[config.mk]
export PLATFORM = sky130hd
export DESIGN_NAME = ctrl_seq
export DESIGN_NICKNAME = d
export VERILOG_FILES = /design/src/rtl/ctrl_seq_pkg.sv /design/src/rtl/ctrl_seq_tmo.sv /design/src/rtl/ctrl_seq.sv
export SDC_FILE = /design/constraint.sdc
export NUM_CORES = 1
export LEC_CHECK = 0
export ABC_AREA = 1
export BUFFER_PORTS_ARGS = -buffer_cell sky130_fd_sc_hd__buf_2
export CORE_ASPECT_RATIO = 0.5
export CORE_UTILIZATION = 40
export CTS_CLUSTER_DIAMETER = 80
export DETAILED_ROUTE_END_ITERATION = 8
export PLACE_DENSITY = 0.66
export SKIP_LAST_GASP = 1
export SLEW_MARGIN = 25
export SYNTH_ARGS = -nofsm -noshare
export SYNTH_HDL_FRONTEND = slang
export SYNTH_SLANG_ARGS = --single-unit
[constraint.sdc]
create_clock -name clk -period 2 [get_ports clk]
set_input_delay 0.1 -clock clk [delete_from_list [all_inputs] [get_ports clk]]
set_output_delay 0.1 -clock clk [all_outputs]
set_load 0.05 [all_outputs]
[src/rtl/ctrl_seq_pkg.sv]
// Shared constants, state encoding and beat payload for the control-word sequencer.
package ctrl_seq_pkg;

    localparam int unsigned OP_W     = 7;
    localparam int unsigned CW_W     = 26;
    localparam int unsigned BEAT_W   = 2;
    localparam int unsigned TMR_W    = 8;
    localparam int unsigned BEAT_LSB = 5;
    localparam int unsigned BEAT_MSB = 6;

    typedef enum logic [1:0] {
        IDLE  = 2'd0,
        DEC   = 2'd1,
        ISSUE = 2'd2
    } state_e;

    // Word currently presented to the datapath plus its beat tag.
    typedef struct packed {
        logic [CW_W-1:0]   word;
        logic [BEAT_W-1:0] idx;
        logic              last;
    } beat_t;

    // Index of the final beat; the opcode encodes beat count minus one.
    function automatic logic [BEAT_W-1:0] last_beat(input logic [OP_W-1:0] op);
        return op[BEAT_MSB:BEAT_LSB];
    endfunction

endpackage

[src/rtl/ctrl_seq_tmo.sv]
// Stall counter: counts enabled cycles and flags the cycle that brings the count to LIMIT.
module ctrl_seq_tmo
    import ctrl_seq_pkg::*;
#(
    parameter int unsigned LIMIT = 255
) (
    input  logic clk,
    input  logic rst_n,
    input  logic clr_i,
    input  logic en_i,
    output logic hit_c
);

    logic [TMR_W-1:0] cnt_q, cnt_d;

    always_comb begin
        cnt_d = cnt_q;
        if (clr_i) begin
            cnt_d = '0;
        end else if (en_i && (cnt_q != TMR_W'(LIMIT))) begin
            cnt_d = cnt_q + TMR_W'(1);
        end
    end

    always_ff @(posedge clk or negedge rst_n) begin
        if (!rst_n) begin
            cnt_q <= '0;
        end else begin
            cnt_q <= cnt_d;
        end
    end

    assign hit_c = en_i && !clr_i && (cnt_q == TMR_W'(LIMIT - 1));

endmodule

[src/rtl/ctrl_seq.sv]
// Opcode-to-control-word sequencer: registers the opcode for the external decoder,
// captures its result and issues it as 1-4 tagged beats with flush and stall timeout.
module ctrl_seq
    import ctrl_seq_pkg::*;
#(
    parameter int unsigned TMO_CYC = 255
) (
    input  logic              clk,
    input  logic              rst_n,
    input  logic              op_valid,
    output logic              op_ready,
    input  logic [OP_W-1:0]   op_code,
    input  logic              flush,
    output logic [OP_W-1:0]   dec_op,
    input  logic [CW_W-1:0]   dec_cw,
    output logic              cw_valid,
    input  logic              cw_ready,
    output logic [CW_W-1:0]   cw,
    output logic [BEAT_W-1:0] cw_beat,
    output logic              cw_last,
    output logic              busy,
    output logic              err_tmo
);

    state_e            state_q, state_d;
    logic [OP_W-1:0]   dec_op_q, dec_op_d;
    logic [BEAT_W-1:0] lastb_q, lastb_d;
    beat_t             beat_q, beat_d;
    logic              cw_valid_q, cw_valid_d;
    logic              err_tmo_q, err_tmo_d;

    logic accept_c;
    logic tmo_en_c;
    logic tmo_clr_c;
    logic tmo_hit_c;

    assign accept_c  = cw_valid_q && cw_ready;
    assign tmo_en_c  = (state_q == ISSUE) && cw_valid_q && !cw_ready;
    assign tmo_clr_c = (state_q != ISSUE) || flush || accept_c;

    ctrl_seq_tmo #(.LIMIT(TMO_CYC)) u_tmo (
        .clk   (clk),
        .rst_n (rst_n),
        .clr_i (tmo_clr_c),
        .en_i  (tmo_en_c),
        .hit_c (tmo_hit_c)
    );

    // Next-state and datapath-register update; flush outranks accept and timeout.
    always_comb begin
        state_d    = state_q;
        dec_op_d   = dec_op_q;
        lastb_d    = lastb_q;
        beat_d     = beat_q;
        cw_valid_d = cw_valid_q;
        err_tmo_d  = 1'b0;

        unique case (state_q)
            IDLE: begin
                if (op_valid && !flush) begin
                    dec_op_d = op_code;
                    lastb_d  = last_beat(op_code);
                    state_d  = DEC;
                end
            end
            DEC: begin
                if (flush) begin
                    state_d = IDLE;
                end else begin
                    beat_d.word = dec_cw;
                    beat_d.idx  = '0;
                    beat_d.last = (lastb_q == '0);
                    cw_valid_d  = 1'b1;
                    state_d     = ISSUE;
                end
            end
            ISSUE: begin
                if (flush) begin
                    cw_valid_d = 1'b0;
                    state_d    = IDLE;
                end else if (accept_c) begin
                    if (beat_q.last) begin
                        cw_valid_d = 1'b0;
                        state_d    = IDLE;
                    end else begin
                        beat_d.idx  = beat_q.idx + BEAT_W'(1);
                        beat_d.last = (beat_d.idx == lastb_q);
                    end
                end else if (tmo_hit_c) begin
                    err_tmo_d   = 1'b1;
                    cw_valid_d  = 1'b0;
                    beat_d.idx  = '0;
                    beat_d.last = 1'b0;
                    state_d     = IDLE;
                end
            end
            default: begin
                cw_valid_d = 1'b0;
                state_d    = IDLE;
            end
        endcase
    end

    always_ff @(posedge clk or negedge rst_n) begin
        if (!rst_n) begin
            state_q    <= IDLE;
            dec_op_q   <= '0;
            lastb_q    <= '0;
            beat_q     <= '0;
            cw_valid_q <= 1'b0;
            err_tmo_q  <= 1'b0;
        end else begin
            state_q    <= state_d;
            dec_op_q   <= dec_op_d;
            lastb_q    <= lastb_d;
            beat_q     <= beat_d;
            cw_valid_q <= cw_valid_d;
            err_tmo_q  <= err_tmo_d;
        end
    end

    // Ready depends only on state, except a same-cycle flush blocks acceptance.
    assign op_ready = (state_q == IDLE) && !flush;
    assign busy     = (state_q != IDLE);
    assign dec_op   = dec_op_q;
    assign cw_valid = cw_valid_q;
    assign cw       = beat_q.word;
    assign cw_beat  = beat_q.idx;
    assign cw_last  = beat_q.last;
    assign err_tmo  = err_tmo_q;

endmodule

* Yosys cells after proc, flatten, opt, wreduce, memory -nomap -nowiden
Index checks and enable logic that the tools add are counted.
** Cells by class
- Reduce and logical (&&, ||, !) cells :: 24
- Equality and inequality tests :: 13
- Multiplexer cells :: 25
- $add $sub $neg :: 2
- Bitwise logic cells :: 2
** Operator list (number)
- two-way mux 8 bit :: 2
- two-way mux 3 bit :: 5
- two-way mux 2 bit :: 6
- two-way mux 1 bit :: 9
- adder 8 x 1 -> 8 bit (second input constant) :: 1
- equality test 8 bit (second input constant) :: 1
- logical AND 1 bit :: 8
- inequality test 2 bit (second input constant) :: 4
- inequality test 4 bit (second input constant) :: 2
- inequality test 8 bit (second input constant) :: 1
- AND reduction 4 bit :: 2
- inequality test 3 bit (second input constant) :: 2
- one-hot mux 2 bit (3 select lines) :: 1
- one-hot mux 3 bit (2 select lines) :: 1
- nonzero test 2 bit :: 3
- AND reduction 5 bit :: 1
- zero test 2 bit :: 2
- AND reduction 2 bit :: 2
- zero test 1 bit :: 3
- one-hot mux 1 bit (3 select lines) :: 1
- AND reduction 3 bit :: 1
- adder 2 x 1 -> 2 bit (second input constant) :: 1
- equality test 2 x 1 -> 1 bit (second input constant) :: 1
- equality test 2 bit :: 1
- 3 further kinds :: 5
** Storage, ports and cells
- Output and inout bits :: 40
- Logic and storage cells :: 75
- Bits in registers :: 50
- Input port bits :: 38

* Depth between registers and ports, before layout
Gate-level depths: netlist of the first run.
- Depth in word-level cells :: 10
- Gate-level depth with buffers :: 10
- Gate-level depth less buffers :: 10

* Hierarchy
A second synthesis of the first run with hierarchy kept.
** Unflattened totals
- Cell total of the unflattened synthesis :: 278
- Area, all modules :: 2237.1 um^2
** Modules (own cells, without submodules)
- ctrl_seq :: cells an instance 203, times used 1, area each 1709.1 um^2, seq. area each 1001.0 um^2
- ctrl_seq_tmo :: cells an instance 75, times used 1, area each 528.0 um^2, seq. area each 200.2 um^2

* Least setup slack after synthesis of the first run
Ideal clock, no wire load.
- Path type :: flip-flop to flip-flop
- From :: reg state_q[0]
- To :: reg dec_op_q[6], in the netlist dec_op[6]
- Path slack :: -147 ps
- Buffers on the path :: 0
- Required time :: 1873 ps
- Arrival :: 2020 ps
- Stages on the path, launching flop included :: 7
- Setup time :: 127 ps
- Clock period less this slack :: 2147 ps
- Path through :: dfrtp_1 nor2_1 inv_1 nor2_1 nand2_1 inv_2 o21ai_0
** Between the ends
- Word-level cells in the longest chain between the ends :: 2
** Ends and longest elaborated chain
- start: declaration :: RTL line ctrl_seq.sv:25 : state_e state_q, state_d;
- start signal: assignment :: RTL line ctrl_seq.sv:113 : state_q <= state_d;
- zero test 2 bit :: RTL line ctrl_seq.sv:58 : unique case (state_q)
- AND reduction 2 bit (no line)
- end signal: assignment :: RTL line ctrl_seq.sv:114 : dec_op_q <= dec_op_d;
- end: declaration :: RTL line ctrl_seq.sv:26 : logic [OP_W-1:0] dec_op_q, dec_op_d;
Every way passes these cells.
A chain may end at the register's enable or synchronous reset.

* Final worst setup path of the first run
- From :: reg u_tmo.cnt_q[0]
- To :: reg u_tmo.cnt_q[2]
** Between the ends
- Word-level cells in the longest chain between the ends :: 3
- Elaborated cells between the ends (all ways) :: 6
- Those cells by class :: add/sub (1); eq/ne (1); mux (2); reduce/logical (2)
** Ends and longest elaborated chain
- start: declaration :: RTL line ctrl_seq_tmo.sv:14 : logic [TMR_W-1:0] cnt_q, cnt_d;
- start signal: assignment :: RTL line ctrl_seq_tmo.sv:29 : cnt_q <= cnt_d;
- adder 8 x 1 -> 8 bit / inequality test 8 bit (equally long branches) :: RTL line ctrl_seq_tmo.sv:21, ctrl_seq_tmo.sv:20
- two-way mux 8 bit / logical AND 1 bit (equally long branches) :: RTL line ctrl_seq_tmo.sv:20 : end else if (en_i && (cnt_q != TMR_W'(LIMIT))) begin
- two-way mux 8 bit / nonzero test 2 bit (equally long branches)
Several ways; a longest one is shown, not always the timed one. The select of a mux whose other input is x is not followed.

==> results of run 1 <==
## cells by family after synthesis
logic type,after synthesis,synth area share [%]
buffers and inverters,28,5.45
muxes,26,14.5
adders and majority gates,2,1.12
DFF,48,54.0
xor gates and xnor gates,5,1.97
and+or+nand+nor,98,20.2
AOI/OAI and AO/OA,11,2.81
## sequential cells by signal (all words and copies together) (netlist names)
signal / flops
cw: 26
cw_beat: 2
dec_op: 7
u_tmo.cnt_q: 8
err_tmo: 1
cw_valid: 1
cw_last: 1
state_q: 2
## area by class of cell
cell class / count / area (µm²)
well taps: 70 / 87.6
clock inverters: 2 / 38.8
inverters: 25 / 93.8
multi-input cells: 142 / 906
flip-flops and latches: 48 / 1200
repair buffers: 84 / 463
fillers: 456 / 2260
clock buffers: 6 / 82.6
## per-layer routing
| layer | track usage (%) | vias up | wire [µm] |
|---|---|---|---|
| met2 | 27.4 | 32 | 2160 |
| met1 | 20.0 | 846 | 1990 |
| met3 | 3.57 | 5 | 160 |
| met4 | 5.48 | 0 | 32 |
| met5 | 0 | - | 0 |
| li1 | - | 863 | - |
## power by group
group | total (mW) | switching [mW] | internal, mW
registers | 1.32 | 0.126 | 1.19
clock network | 0.728 | 0.319 | 0.409
logic | 1.46 | 1.06 | 0.393
## cells in the mapped netlist (all sizes together)
master	number	area share (%)
a21oi	2	0.45
buf	3	1.2
dfrtp	48	54
ha	2	1.1
inv	25	4.2
mux2	26	15
nand2	59	10
nand3	10	2.7
nand3b	1	0.34
nor2	24	5.8
nor3	3	0.67
o21ai	8	1.8
o31ai	1	0.56
or2	1	0.28
xnor2	4	1.6
xor2	1	0.39
## how the worst max path moves through the flow
stage / to / cells after the start
floorplan: dec_op[6] / 6
global placement: u_tmo.cnt_q[4] / 10
detailed placement: cw[1] / 4
CTS: u_tmo.cnt_q[2] / 9
global route: u_tmo.cnt_q[4] / 10
finish: u_tmo.cnt_q[2] / 9
## placed cells by master, fill, tap and decap left out, drive strengths merged
cell         count
xor2             1
mux2            26
xnor2            4
bufinv           1
nor3             3
dlygate4sd3      5
nor2            24
or2              1
clkbuf           6
nand2           59
dfrtp           48
o31ai            1
buf             79
nand3           10
clkinv           1
o21ai            8
inv             25
a21oi            2
nand3b           1
ha               2
## worst max-delay path: stages, from the launching register on
cell and delay [ns]:
sky130_fd_sc_hd__dfrtp_1 0.42, sky130_fd_sc_hd__ha_1 0.26, sky130_fd_sc_hd__inv_1 0.06, sky130_fd_sc_hd__nor2_1 0.11, sky130_fd_sc_hd__nand2_1 0.07, sky130_fd_sc_hd__nand2_2 0.13
sky130_fd_sc_hd__nand2_1 0.06, sky130_fd_sc_hd__inv_1 0.12, sky130_fd_sc_hd__nand2_1 0.08, sky130_fd_sc_hd__o31ai_2 0.06
==> run_summary.xml, run 1 <==
<?xml version="1.0" encoding="UTF-8"?>
<metrics>
  <group name="timing">
    <metric name="finalClockSkew" unit="ns">0.00591</metric>
    <metric name="min_period_over_period" unit="%">72.8</metric>
    <metric name="worst_slack" unit="ns">0.545</metric>
    <metric name="report.final.slew_viol_count" unit="">0</metric>
    <metric name="setup_total_negative_slack" unit="ns">0</metric>
    <metric name="total_count_of_hold_check_failures_in_the_final_report" unit="">0</metric>
    <metric name="grt_setup_unrepaired" unit="">false</metric>
    <metric name="clock.fmax" unit="MHz">687</metric>
    <metric name="relative_slew_slack" unit="%">70.1</metric>
    <metric name="final-setup-viol-count" unit="">0</metric>
    <metric name="post-route-min-period" unit="ns">1.46</metric>
    <metric name="timing_worst_slew_pin_value" unit="ns">0.448</metric>
    <metric name="timing.hold.ws" unit="ns">0.00948</metric>
  </group>
  <group name="cts">
    <metric name="cts_tree" unit="">done</metric>
    <metric name="number_of_sinks_handled_by_clock_tree_synthesis" unit="">48</metric>
    <metric name="htreeDepth" unit="">2</metric>
    <metric name="post_cts_resized" unit="">0</metric>
    <metric name="worstSkewPairLatency" unit="ns">0.29</metric>
    <metric name="clockBufferDepth" unit="">2</metric>
    <metric name="clkSlewWorstSetupHoldPaths" unit="ns">0.09</metric>
    <metric name="post_cts_setup_repair_buffer_count" unit="">0</metric>
    <metric name="postCtsHoldBufs" unit="">5</metric>
    <metric name="cts_root_buffer" unit="">sky130_fd_sc_hd__clkbuf_8</metric>
    <metric name="number_of_buffers_inserted_during_clock_tree_synthesis" unit="">5</metric>
  </group>
  <group name="global_route">
    <metric name="antenna_found_initial" unit="">0</metric>
    <metric name="grt_pass1_wl" unit="µm">7020</metric>
    <metric name="globalRouteTotalUtil" unit="%">15.8</metric>
    <metric name="grt_start_max_net_pins" unit="">37</metric>
    <metric name="leftover_overflow_at_the_end_of_global_routing" unit="">0</metric>
    <metric name="first_global_vias" unit="">1590</metric>
  </group>
  <group name="placed_design">
    <metric name="dp.cells" unit="">364</metric>
    <metric name="placement.setup.worst_slack" unit="ns">0.542</metric>
    <metric name="port_buffers" unit="">77</metric>
    <metric name="hpwl" unit="µm">3400</metric>
    <metric name="final_weighted_congestion_in_routability_driven_placement" unit="">0.828</metric>
    <metric name="placed_cell_area" unit="µm²">2700</metric>
  </group>
  <group name="final_layout">
    <metric name="antennaDiodeCount" unit="">0</metric>
    <metric name="drive_above_1_share" unit="%">44.3</metric>
    <metric name="fin_nets" unit="">346</metric>
    <metric name="area_growth" unit="%">29.1</metric>
    <metric name="layout.cells.non_filler" unit="">377</metric>
    <metric name="fin_area" unit="µm²">2870</metric>
    <metric name="finalCoreUtilization" unit="%">55.9</metric>
  </group>
  <group name="routing">
    <metric name="detailed_route_iter0_violations" unit="">38</metric>
    <metric name="first_pass_iters" unit="">4</metric>
    <metric name="dr_total_vias" unit="">1746</metric>
    <metric name="finalWirelength" unit="µm">4350</metric>
    <metric name="drc" unit="">0</metric>
    <metric name="via_per_inst" unit="">4.63</metric>
    <metric name="ant_nets" unit="">0</metric>
    <metric name="drt-wirelength-per-cell" unit="µm">11.5</metric>
  </group>
  <group name="synthesis">
    <metric name="avg_cell_area_syn" unit="µm²">10.2</metric>
    <metric name="post_synthesis_cell_type_count" unit="">24</metric>
    <metric name="netlist_instances" unit="">218</metric>
    <metric name="syn-num-nets" unit="">258</metric>
    <metric name="mappedNetlistArea" unit="µm²">2230</metric>
    <metric name="yosys_warnings" unit="">0</metric>
    <metric name="synth-seq-area-share" unit="%">54.0</metric>
    <metric name="synth_seq_cells" unit="">48</metric>
  </group>
  <group name="critical_path">
    <metric name="startpoint_type" unit="">register</metric>
    <metric name="crit-reg2reg-capture" unit="">u_tmo.cnt_q[2]</metric>
    <metric name="worst_ep_required_time" unit="ns">2.20</metric>
    <metric name="worst-setup-path-type" unit="">register to register</metric>
    <metric name="reg2reg_from" unit="">u_tmo.cnt_q[0]</metric>
    <metric name="worst_setup_path_end_kind" unit="">register</metric>
    <metric name="worst_r2r_path_depth" unit="">9</metric>
    <metric name="endpoint_arrival_time_on_the_critical_path" unit="ns">1.66</metric>
    <metric name="cp_max_fo" unit="">6</metric>
    <metric name="regToRegSetupSlack" unit="ns">0.54</metric>
    <metric name="crit_start" unit="">u_tmo.cnt_q[0]</metric>
  </group>
  <group name="die">
    <metric name="die-height" unit="µm">54.8</metric>
    <metric name="io_pins" unit="">78</metric>
    <metric name="die_width" unit="µm">107</metric>
    <metric name="row_count" unit="">18</metric>
    <metric name="placeableCoreArea" unit="µm²">5130</metric>
    <metric name="initial_core_util" unit="%">43.3</metric>
    <metric name="dieArea" unit="µm²">5890</metric>
  </group>
  <group name="min_path">
    <metric name="hold_path_depth" unit="">3</metric>
    <metric name="hp-start" unit="">op_code[5]</metric>
    <metric name="worst_hold_endpoint" unit="">dec_op[5]</metric>
    <metric name="hold_path_class" unit="">input port to register</metric>
  </group>
  <group name="flow_run">
    <metric name="max_cap_viol_count" unit="">0</metric>
  </group>
  <group name="status">
    <metric name="run_status" unit="">complete, no violations</metric>
  </group>
  <group name="power_and_ir_drop">
    <metric name="power_leakage" unit="nW">1.51</metric>
    <metric name="power_density" unit="nW/µm²">1220</metric>
    <metric name="ir_drop" unit="mV">0.647</metric>
    <metric name="report.power.total" unit="mW">3.50</metric>
  </group>
</metrics>
(Power assumes the default switching activity.)
==> run 2, diff against run 1 <==
ABC_AREA = 0   (was 1)
PLACE_DENSITY = 0.67   (was 0.66)
clock period = 1.46 ns   (was 2 ns; I/O delays follow)
==> run 2 against run 1 <==
Net effect:
- the run now ends with negative setup slack left
- sequential share of layout area is 3.3 points lower
- synthesized cell count is 27% lower
- register-to-register slack worse by 0.61 ns
- via count is 2.3% lower
- global-route usage is 1.8 points higher
- largest power group unchanged
==> run_summary.xml, run 2 <==
<?xml version="1.0" encoding="UTF-8"?>
<metrics>
  <group name="critical_path">
    <metric name="crit_family" unit="">simple AND/OR/NAND/NOR gates</metric>
    <metric name="worst_setup_path_end_kind" unit="">register</metric>
    <metric name="critical_path.max_stage_delay" unit="ns">0.43</metric>
    <metric name="cpMaxStageDelayCell" unit="">sky130_fd_sc_hd__dfrtp_1</metric>
    <metric name="worst-path-buf-inv" unit="">1</metric>
    <metric name="cp_max_fo" unit="">5</metric>
    <metric name="endpoint_arrival_time_on_the_critical_path" unit="ns">1.75</metric>
    <metric name="worst_ep_required_time" unit="ns">1.69</metric>
    <metric name="worst-setup-path-type" unit="">register to register</metric>
    <metric name="path_cells" unit="">buf_6 &gt; nand4bb_4 &gt; nor3_2 &gt; or3b_1 &gt; a21oi_1</metric>
    <metric name="startpoint_type" unit="">register</metric>
  </group>
  <group name="timing">
    <metric name="post-route-min-period" unit="ns">1.52</metric>
    <metric name="total_count_of_hold_check_failures_in_the_final_report" unit="">0</metric>
    <metric name="finalClockSkew" unit="ns">0.00308</metric>
    <metric name="setup_total_negative_slack" unit="ns">-0.0992</metric>
    <metric name="timing.hold.ws" unit="ns">0.0119</metric>
    <metric name="relative_slew_slack" unit="%">79.7</metric>
    <metric name="min_period_over_period" unit="%">104</metric>
    <metric name="timing_worst_slew_pin_value" unit="ns">0.303</metric>
    <metric name="report.final.slew_viol_count" unit="">0</metric>
    <metric name="final-setup-viol-count" unit="">7</metric>
    <metric name="worst_slack" unit="ns">-0.0624</metric>
    <metric name="clock.fmax" unit="MHz">657</metric>
    <metric name="grt_setup_unrepaired" unit="">true</metric>
  </group>
  <group name="routing">
    <metric name="wl_met3" unit="µm">149</metric>
    <metric name="drt-wirelength-per-cell" unit="µm">13.5</metric>
    <metric name="met2WireLength" unit="µm">2530</metric>
    <metric name="detailed_route_iter0_violations" unit="">45</metric>
    <metric name="via_per_inst" unit="">4.84</metric>
    <metric name="top_layer_used" unit="">met4</metric>
    <metric name="first_pass_iters" unit="">4</metric>
    <metric name="dr_total_vias" unit="">1705</metric>
    <metric name="ant_nets" unit="">0</metric>
    <metric name="finalWirelength" unit="µm">4740</metric>
    <metric name="drc" unit="">0</metric>
    <metric name="route.layer.met1.wl" unit="µm">1980</metric>
  </group>
  <group name="final_layout">
    <metric name="layout_commonest_cell" unit="">sky130_fd_sc_hd__buf_2</metric>
    <metric name="area_growth" unit="%">49.0</metric>
    <metric name="layout_common_cells" unit="">76 x sky130_fd_sc_hd__buf_2, 47 x sky130_fd_sc_hd__dfrtp_1, 26 x sky130_fd_sc_hd__mux2_2</metric>
    <metric name="antennaDiodeCount" unit="">0</metric>
    <metric name="fin_nets" unit="">321</metric>
    <metric name="finalCoreUtilization" unit="%">62.8</metric>
    <metric name="layout.cells.non_filler" unit="">352</metric>
    <metric name="largest_register_ffs" unit="">26</metric>
    <metric name="drive_above_1_share" unit="%">54.3</metric>
  </group>
  <group name="synthesis">
    <metric name="yosys_warnings" unit="">0</metric>
    <metric name="yosys.cell_count.top_type" unit="">sky130_fd_sc_hd__dfrtp_1</metric>
    <metric name="synth_enable_flop_cells" unit="">0</metric>
    <metric name="syn-num-nets" unit="">199</metric>
    <metric name="ys_dominant_reg_cell" unit="">sky130_fd_sc_hd__dfrtp_1</metric>
    <metric name="synth_seq_cells" unit="">48</metric>
    <metric name="post_synthesis_cell_type_count" unit="">44</metric>
    <metric name="top_cell_type_s_share_of_synthesized_area" unit="%">57.3</metric>
    <metric name="post_synth_most_frequent_cells" unit="">48 x sky130_fd_sc_hd__dfrtp_1, 26 x sky130_fd_sc_hd__mux2_2, 7 x sky130_fd_sc_hd__mux2_1, 7 x sky130_fd_sc_hd__nand2_1, 7 x sky130_fd_sc_hd__nor2_1</metric>
    <metric name="avg_cell_area_syn" unit="µm²">13.2</metric>
    <metric name="mappedNetlistArea" unit="µm²">2100</metric>
    <metric name="cell_types_occupying_the_most_area_after_synthesis" unit="">sky130_fd_sc_hd__dfrtp_1 57%, sky130_fd_sc_hd__mux2_2 14%, sky130_fd_sc_hd__mux2_1 3.8%</metric>
    <metric name="netlist_instances" unit="">159</metric>
    <metric name="yosysTopAreaCell" unit="">sky130_fd_sc_hd__dfrtp_1</metric>
    <metric name="asyncSetResetFlopFracSynth" unit="%">100</metric>
    <metric name="synth-seq-area-share" unit="%">57.3</metric>
  </group>
  <group name="global_route">
    <metric name="antenna_found_initial" unit="">0</metric>
    <metric name="grt_start_max_net_pins" unit="">39</metric>
    <metric name="globalRouteTotalUtil" unit="%">17.6</metric>
    <metric name="grt_pass1_wl" unit="µm">7450</metric>
    <metric name="first_global_vias" unit="">1677</metric>
    <metric name="leftover_overflow_at_the_end_of_global_routing" unit="">0</metric>
  </group>
  <group name="cts">
    <metric name="number_of_sinks_handled_by_clock_tree_synthesis" unit="">48</metric>
    <metric name="htreeDepth" unit="">2</metric>
    <metric name="cts_root_buffer" unit="">sky130_fd_sc_hd__clkbuf_8</metric>
    <metric name="cts_tree" unit="">done</metric>
    <metric name="clockBufferDepth" unit="">2</metric>
    <metric name="clkSlewWorstSetupHoldPaths" unit="ns">0.08</metric>
    <metric name="number_of_buffers_inserted_during_clock_tree_synthesis" unit="">5</metric>
    <metric name="worstSkewPairLatency" unit="ns">0.29</metric>
  </group>
  <group name="placed_design">
    <metric name="dp.cells" unit="">320</metric>
    <metric name="final_weighted_congestion_in_routability_driven_placement" unit="">0.760</metric>
    <metric name="hpwl" unit="µm">3300</metric>
    <metric name="port_buffers" unit="">77</metric>
  </group>
  <group name="power_and_ir_drop">
    <metric name="power_switching_share" unit="%">43.7</metric>
    <metric name="power_density" unit="nW/µm²">1490</metric>
    <metric name="p_clk_share" unit="%">17.4</metric>
    <metric name="internal_power" unit="mW">2.63</metric>
    <metric name="power.sequential.fraction" unit="%">39.0</metric>
    <metric name="power.switching" unit="mW">2.04</metric>
    <metric name="ir_drop" unit="mV">0.911</metric>
    <metric name="comb_power_share" unit="%">43.6</metric>
    <metric name="report.power.total" unit="mW">4.67</metric>
    <metric name="power_leakage" unit="nW">1.46</metric>
  </group>
  <group name="die">
    <metric name="row_count" unit="">18</metric>
    <metric name="die-height" unit="µm">53.2</metric>
    <metric name="die_width" unit="µm">104</metric>
    <metric name="io_pins" unit="">78</metric>
    <metric name="dieArea" unit="µm²">5550</metric>
    <metric name="placeableCoreArea" unit="µm²">4980</metric>
    <metric name="initial_core_util" unit="%">42.1</metric>
  </group>
  <group name="status">
    <metric name="run_status" unit="">finished, violations left</metric>
    <metric name="violations_in_the_final_reports" unit="">negative setup slack</metric>
  </group>
  <group name="flow_run">
    <metric name="max_cap_viol_count" unit="">0</metric>
  </group>
  <group name="min_path">
    <metric name="hold_path_class" unit="">input port to register</metric>
  </group>
</metrics>
## run 2: cell types whose count changed in the layout (fill, tap and decap cells not counted), sizes merged, moves of 7 or more
cell	before	now
nand3	10	3
nand2	59	7
inv	25	3
dlygate4sd3	5	19
mux2	26	33
buf	79	98
nor2	24	8
## run 2: power by group through the flow
stage          Combinational [mW]  Sequential (mW)  Clock (mW)
2_1_floorplan               0.388             2.87           0
3_3_place_gp                 1.94             1.82           0
3_5_place_dp                 1.96             1.84           0
4_1_cts                      2.00             1.82       0.834
5_1_grt                      2.13             1.87       0.896
6_report                     2.03             1.82       0.811
## run 2: cell families after synthesis
group,Yosys count,synth area share [%]
flops,48,57.3
simple gates,41,12.4
compound gates,24,7.94
buf+inv,6,1.37
fa+ha+maj,2,1.19
xor+xnor,5,2.09
mux,33,17.7
## run 2: final cells by class
class / count / area, µm²
Sequential cell: 48 / 1200
Timing Repair Buffer: 118 / 788
Multi-Input combinational cell: 105 / 941
Clock buffer: 7 / 86.3
Fill cell: 377 / 1850
Inverter: 3 / 11.3
Clock inverter: 1 / 7.51
Tap cell: 70 / 87.6
## run 2: through the flow
step	setup slack (ns)	area, µm²
after floorplan	-0.363	2120
after global placement	-0.0768	2730
after detailed placement	-0.116	2730
after CTS	-0.0473	3020
after global routing	-0.106	3120
final	-0.0624	3120
## run 2: path summary, 6_finish.rpt
check | slack, ns | cells after the start | endpoint | startpoint
setup / recovery | -0.06 | 5 | u_tmo.cnt_q[7] | state_q[1]
hold / removal | 0.01 | 2 | cw[21] | dec_cw[21]
max in group asynchronous | 0.80 | 3 | cw_valid | rst_n
setup reg to reg | -0.06 | 5 | u_tmo.cnt_q[7] | state_q[1]
min in group asynchronous | 0.18 | 2 | u_tmo.cnt_q[3] | rst_n
hold reg to reg | 0.51 | 1 | cw[8] | cw[8]
## run 2: what timing repair did
action,CTS,global route
buffers inserted,3,2
setup endpoints to repair,20,40
pin swaps,8,5
hold buffers,17,2
hold endpoints to repair,64,2
gates resized for setup,4,17
## run 2: per-layer routing
| layer | track usage (%) | vias up |
|---|---|---|
| li1 | - | 821 |
| met1 | 19.2 | 848 |
| met2 | 33.6 | 27 |
| met3 | 4.56 | 9 |
| met4 | 7.38 | 0 |
| met5 | 0 | - |
==> run 3, diff against run 2 <==
ABC_AREA = 1   (was 0)
PLACE_DENSITY = 0.66   (was 0.67)
==> run 3 against run 2 <==
Net effect:
- the run now ends clean
- fmax up 13%
- via count rose by 5.5%
- sequential cell count did not move
- critical endpoint is now op_ready
- largest power group unchanged
- die area rose by 6.0%
- routed wire length is 0.95% lower
- clock skew is 0.0021 ns higher
- design area shrank 1.8%
- clock-buffer cell count down 2
- cell count grew 12%
==> run_summary.xml, run 3 (synthesis gave the netlist of run 1 again) <==
<?xml version="1.0" encoding="UTF-8"?>
<metrics>
  <group name="die">
    <metric name="die_width" unit="µm">107</metric>
    <metric name="die-height" unit="µm">54.8</metric>
    <metric name="initial_core_util" unit="%">43.3</metric>
    <metric name="io_pins" unit="">78</metric>
    <metric name="row_count" unit="">18</metric>
    <metric name="dieArea" unit="µm²">5890</metric>
    <metric name="placeableCoreArea" unit="µm²">5130</metric>
  </group>
  <group name="critical_path">
    <metric name="reg2reg_from" unit="">state_q[0]</metric>
    <metric name="endpoint_arrival_time_on_the_critical_path" unit="ns">1.28</metric>
    <metric name="path_cells" unit="">nor2_1 &gt; inv_2 &gt; nor2_4 &gt; buf_4</metric>
    <metric name="cpMaxStageDelayCell" unit="">sky130_fd_sc_hd__dfrtp_1</metric>
    <metric name="cp_max_fo" unit="">4</metric>
    <metric name="critical_path.max_stage_delay" unit="ns">0.44</metric>
    <metric name="crit-reg2reg-capture" unit="">cw_valid</metric>
    <metric name="startpoint_type" unit="">register</metric>
    <metric name="worst_setup_path_end_kind" unit="">primary output</metric>
    <metric name="worst-setup-path-type" unit="">register to primary output</metric>
    <metric name="worst_ep_required_time" unit="ns">1.39</metric>
    <metric name="regToRegSetupSlack" unit="ns">0.13</metric>
    <metric name="worst_r2r_path_depth" unit="">8</metric>
  </group>
  <group name="power_and_ir_drop">
    <metric name="comb_power_share" unit="%">41.2</metric>
    <metric name="power.switching" unit="mW">2.07</metric>
    <metric name="power_switching_share" unit="%">41.9</metric>
    <metric name="power_density" unit="nW/µm²">1610</metric>
    <metric name="power_leakage" unit="nW">1.59</metric>
    <metric name="power.sequential.fraction" unit="%">36.6</metric>
    <metric name="internal_power" unit="mW">2.87</metric>
    <metric name="p_clk_share" unit="%">22.2</metric>
    <metric name="ir_drop" unit="mV">0.857</metric>
  </group>
  <group name="final_layout">
    <metric name="combined_area_of_the_multi_input_logic_cells" unit="µm²">923</metric>
    <metric name="fin_nets" unit="">363</metric>
    <metric name="fillCellCount" unit="">441</metric>
    <metric name="layout_commonest_cell" unit="">sky130_fd_sc_hd__buf_2</metric>
    <metric name="layout.cells.non_filler" unit="">393</metric>
    <metric name="layout_common_cells" unit="">76 x sky130_fd_sc_hd__buf_2, 54 x sky130_fd_sc_hd__nand2_1, 47 x sky130_fd_sc_hd__dfrtp_1</metric>
    <metric name="seq_area" unit="µm²">1200</metric>
    <metric name="antennaDiodeCount" unit="">0</metric>
    <metric name="area_growth" unit="%">37.8</metric>
    <metric name="largest_register_ffs" unit="">26</metric>
    <metric name="finalCoreUtilization" unit="%">59.7</metric>
    <metric name="drive_above_1_share" unit="%">44.0</metric>
  </group>
  <group name="global_route">
    <metric name="globalRouteTotalUtil" unit="%">17.3</metric>
    <metric name="first_global_vias" unit="">1751</metric>
    <metric name="antenna_found_initial" unit="">0</metric>
    <metric name="grt_pass1_wl" unit="µm">7680</metric>
    <metric name="leftover_overflow_at_the_end_of_global_routing" unit="">0</metric>
    <metric name="grt_start_max_net_pins" unit="">49</metric>
  </group>
  <group name="timing">
    <metric name="final-setup-viol-count" unit="">0</metric>
    <metric name="timing.hold.ws" unit="ns">0.00778</metric>
    <metric name="post-route-min-period" unit="ns">1.35</metric>
    <metric name="clock.fmax" unit="MHz">741</metric>
    <metric name="relative_slew_slack" unit="%">60.0</metric>
    <metric name="min_period_over_period" unit="%">92.4</metric>
    <metric name="total_count_of_hold_check_failures_in_the_final_report" unit="">0</metric>
    <metric name="finalClockSkew" unit="ns">0.00518</metric>
    <metric name="timing_worst_slew_pin_value" unit="ns">0.600</metric>
    <metric name="worst_slack" unit="ns">0.111</metric>
    <metric name="report.final.slew_viol_count" unit="">0</metric>
  </group>
  <group name="min_path">
    <metric name="hold_path_class" unit="">input port to register</metric>
    <metric name="hp-start" unit="">dec_cw[5]</metric>
    <metric name="worst_hold_endpoint" unit="">cw[5]</metric>
    <metric name="hold_path_depth" unit="">2</metric>
  </group>
  <group name="cts">
    <metric name="clockBufferDepth" unit="">2</metric>
    <metric name="cts_root_buffer" unit="">sky130_fd_sc_hd__clkbuf_8</metric>
    <metric name="worstSkewPairLatency" unit="ns">0.29</metric>
    <metric name="cts_tree" unit="">done</metric>
    <metric name="number_of_buffers_inserted_during_clock_tree_synthesis" unit="">5</metric>
    <metric name="number_of_sinks_handled_by_clock_tree_synthesis" unit="">48</metric>
    <metric name="htreeDepth" unit="">2</metric>
    <metric name="clkSlewWorstSetupHoldPaths" unit="ns">0.09</metric>
  </group>
  <group name="routing">
    <metric name="first_pass_iters" unit="">4</metric>
    <metric name="dr_total_vias" unit="">1798</metric>
    <metric name="drc" unit="">0</metric>
    <metric name="via_per_inst" unit="">4.58</metric>
    <metric name="detailed_route_iter0_violations" unit="">49</metric>
    <metric name="drt-wirelength-per-cell" unit="µm">11.9</metric>
    <metric name="finalWirelength" unit="µm">4690</metric>
    <metric name="ant_nets" unit="">0</metric>
  </group>
  <group name="placed_design">
    <metric name="dp.cells" unit="">365</metric>
    <metric name="hpwl" unit="µm">3270</metric>
    <metric name="port_buffers" unit="">77</metric>
    <metric name="placement.setup.worst_slack" unit="ns">0.115</metric>
    <metric name="final_weighted_congestion_in_routability_driven_placement" unit="">0.772</metric>
  </group>
  <group name="status">
    <metric name="run_status" unit="">complete, no violations</metric>
  </group>
  <group name="flow_run">
    <metric name="max_cap_viol_count" unit="">0</metric>
  </group>
</metrics>
[run 3: cell count changes in the layout (fill, tap and decap cells not counted), moves of 5 or more]
cell,delta
sky130_fd_sc_hd__nand3_1,+5
sky130_fd_sc_hd__inv_2,+8
sky130_fd_sc_hd__inv_1,+13
sky130_fd_sc_hd__mux2_2,-8
sky130_fd_sc_hd__nor2_1,+9
sky130_fd_sc_hd__buf_4,-12
sky130_fd_sc_hd__nor2_2,+6
sky130_fd_sc_hd__o21ai_0,+6
sky130_fd_sc_hd__nand2_1,+47
[run 3: cell type report]
class                           count  area share [%]
Sequential cell                    48            39.2
Multi-Input combinational cell    142            30.1
Timing Repair Buffer              101            20.5
Inverter                           25            3.14
Tap cell                           70            2.86
Clock buffer                        5            2.24
Clock inverter                      2            1.96
[run 3: worst max-delay path by stage]
stage	slack [ns]	endpoint	from	cells after the start
global route	-0.02	u_tmo.cnt_q[1]	u_tmo.cnt_q[0]	9
CTS	0.03	op_ready	state_q[0]	4
global placement	0.12	u_tmo.cnt_q[2]	u_tmo.cnt_q[0]	9
finish	0.11	op_ready	state_q[0]	4
floorplan	0.03	dec_op[6]	state_q[0]	6
detailed placement	0.11	u_tmo.cnt_q[4]	u_tmo.cnt_q[0]	9
[run 3: through the flow]
| step | TNS (ns) | instance area, µm² | power [mW] |
|---|---|---|---|
| global placement | 0 | 2730 | 3.81 |
| CTS | 0 | 2980 | 4.98 |
| finish | 0 | 3070 | 4.95 |
| global route | -0.0823 | 3070 | 5.17 |
| detailed placement | 0 | 2730 | 3.84 |
| floorplan | 0 | 2240 | 3.35 |
[run 3: power by group through the flow]
stage                     sequential, mW  clock, mW  combinational [mW]
after detailed placement            1.83          0                2.01
after floorplan                     2.88          0               0.462
after global routing                1.85       1.18                2.14
final                               1.81       1.10                2.04
after global placement              1.82          0                1.99
after CTS                           1.81       1.13                2.04
[run 3: critical path, delay by kind of cell (launching register included)]
family | cells | cell delay, ns
and+or+nand+nor | 2 | 0.27
DFF | 1 | 0.44
buffers and inverters | 2 | 0.28
[run 3: layer usage]
metal	global-route usage [%]	wire, µm	up-vias
li1	-	-	899
met1	20.2	2010	858
met2	32.2	2480	37
met3	4.05	154	4
met4	6.39	53	0
met5	0	0	-
[run 3: repair_timing]
item | 4_1_cts | 5_1_grt
endpoints found under the setup margin | 0 | 9
buffers inserted | 0 | 2
hold endpoints to repair | 60 | 6
resized for setup | 0 | 5
hold buffers | 13 | 6
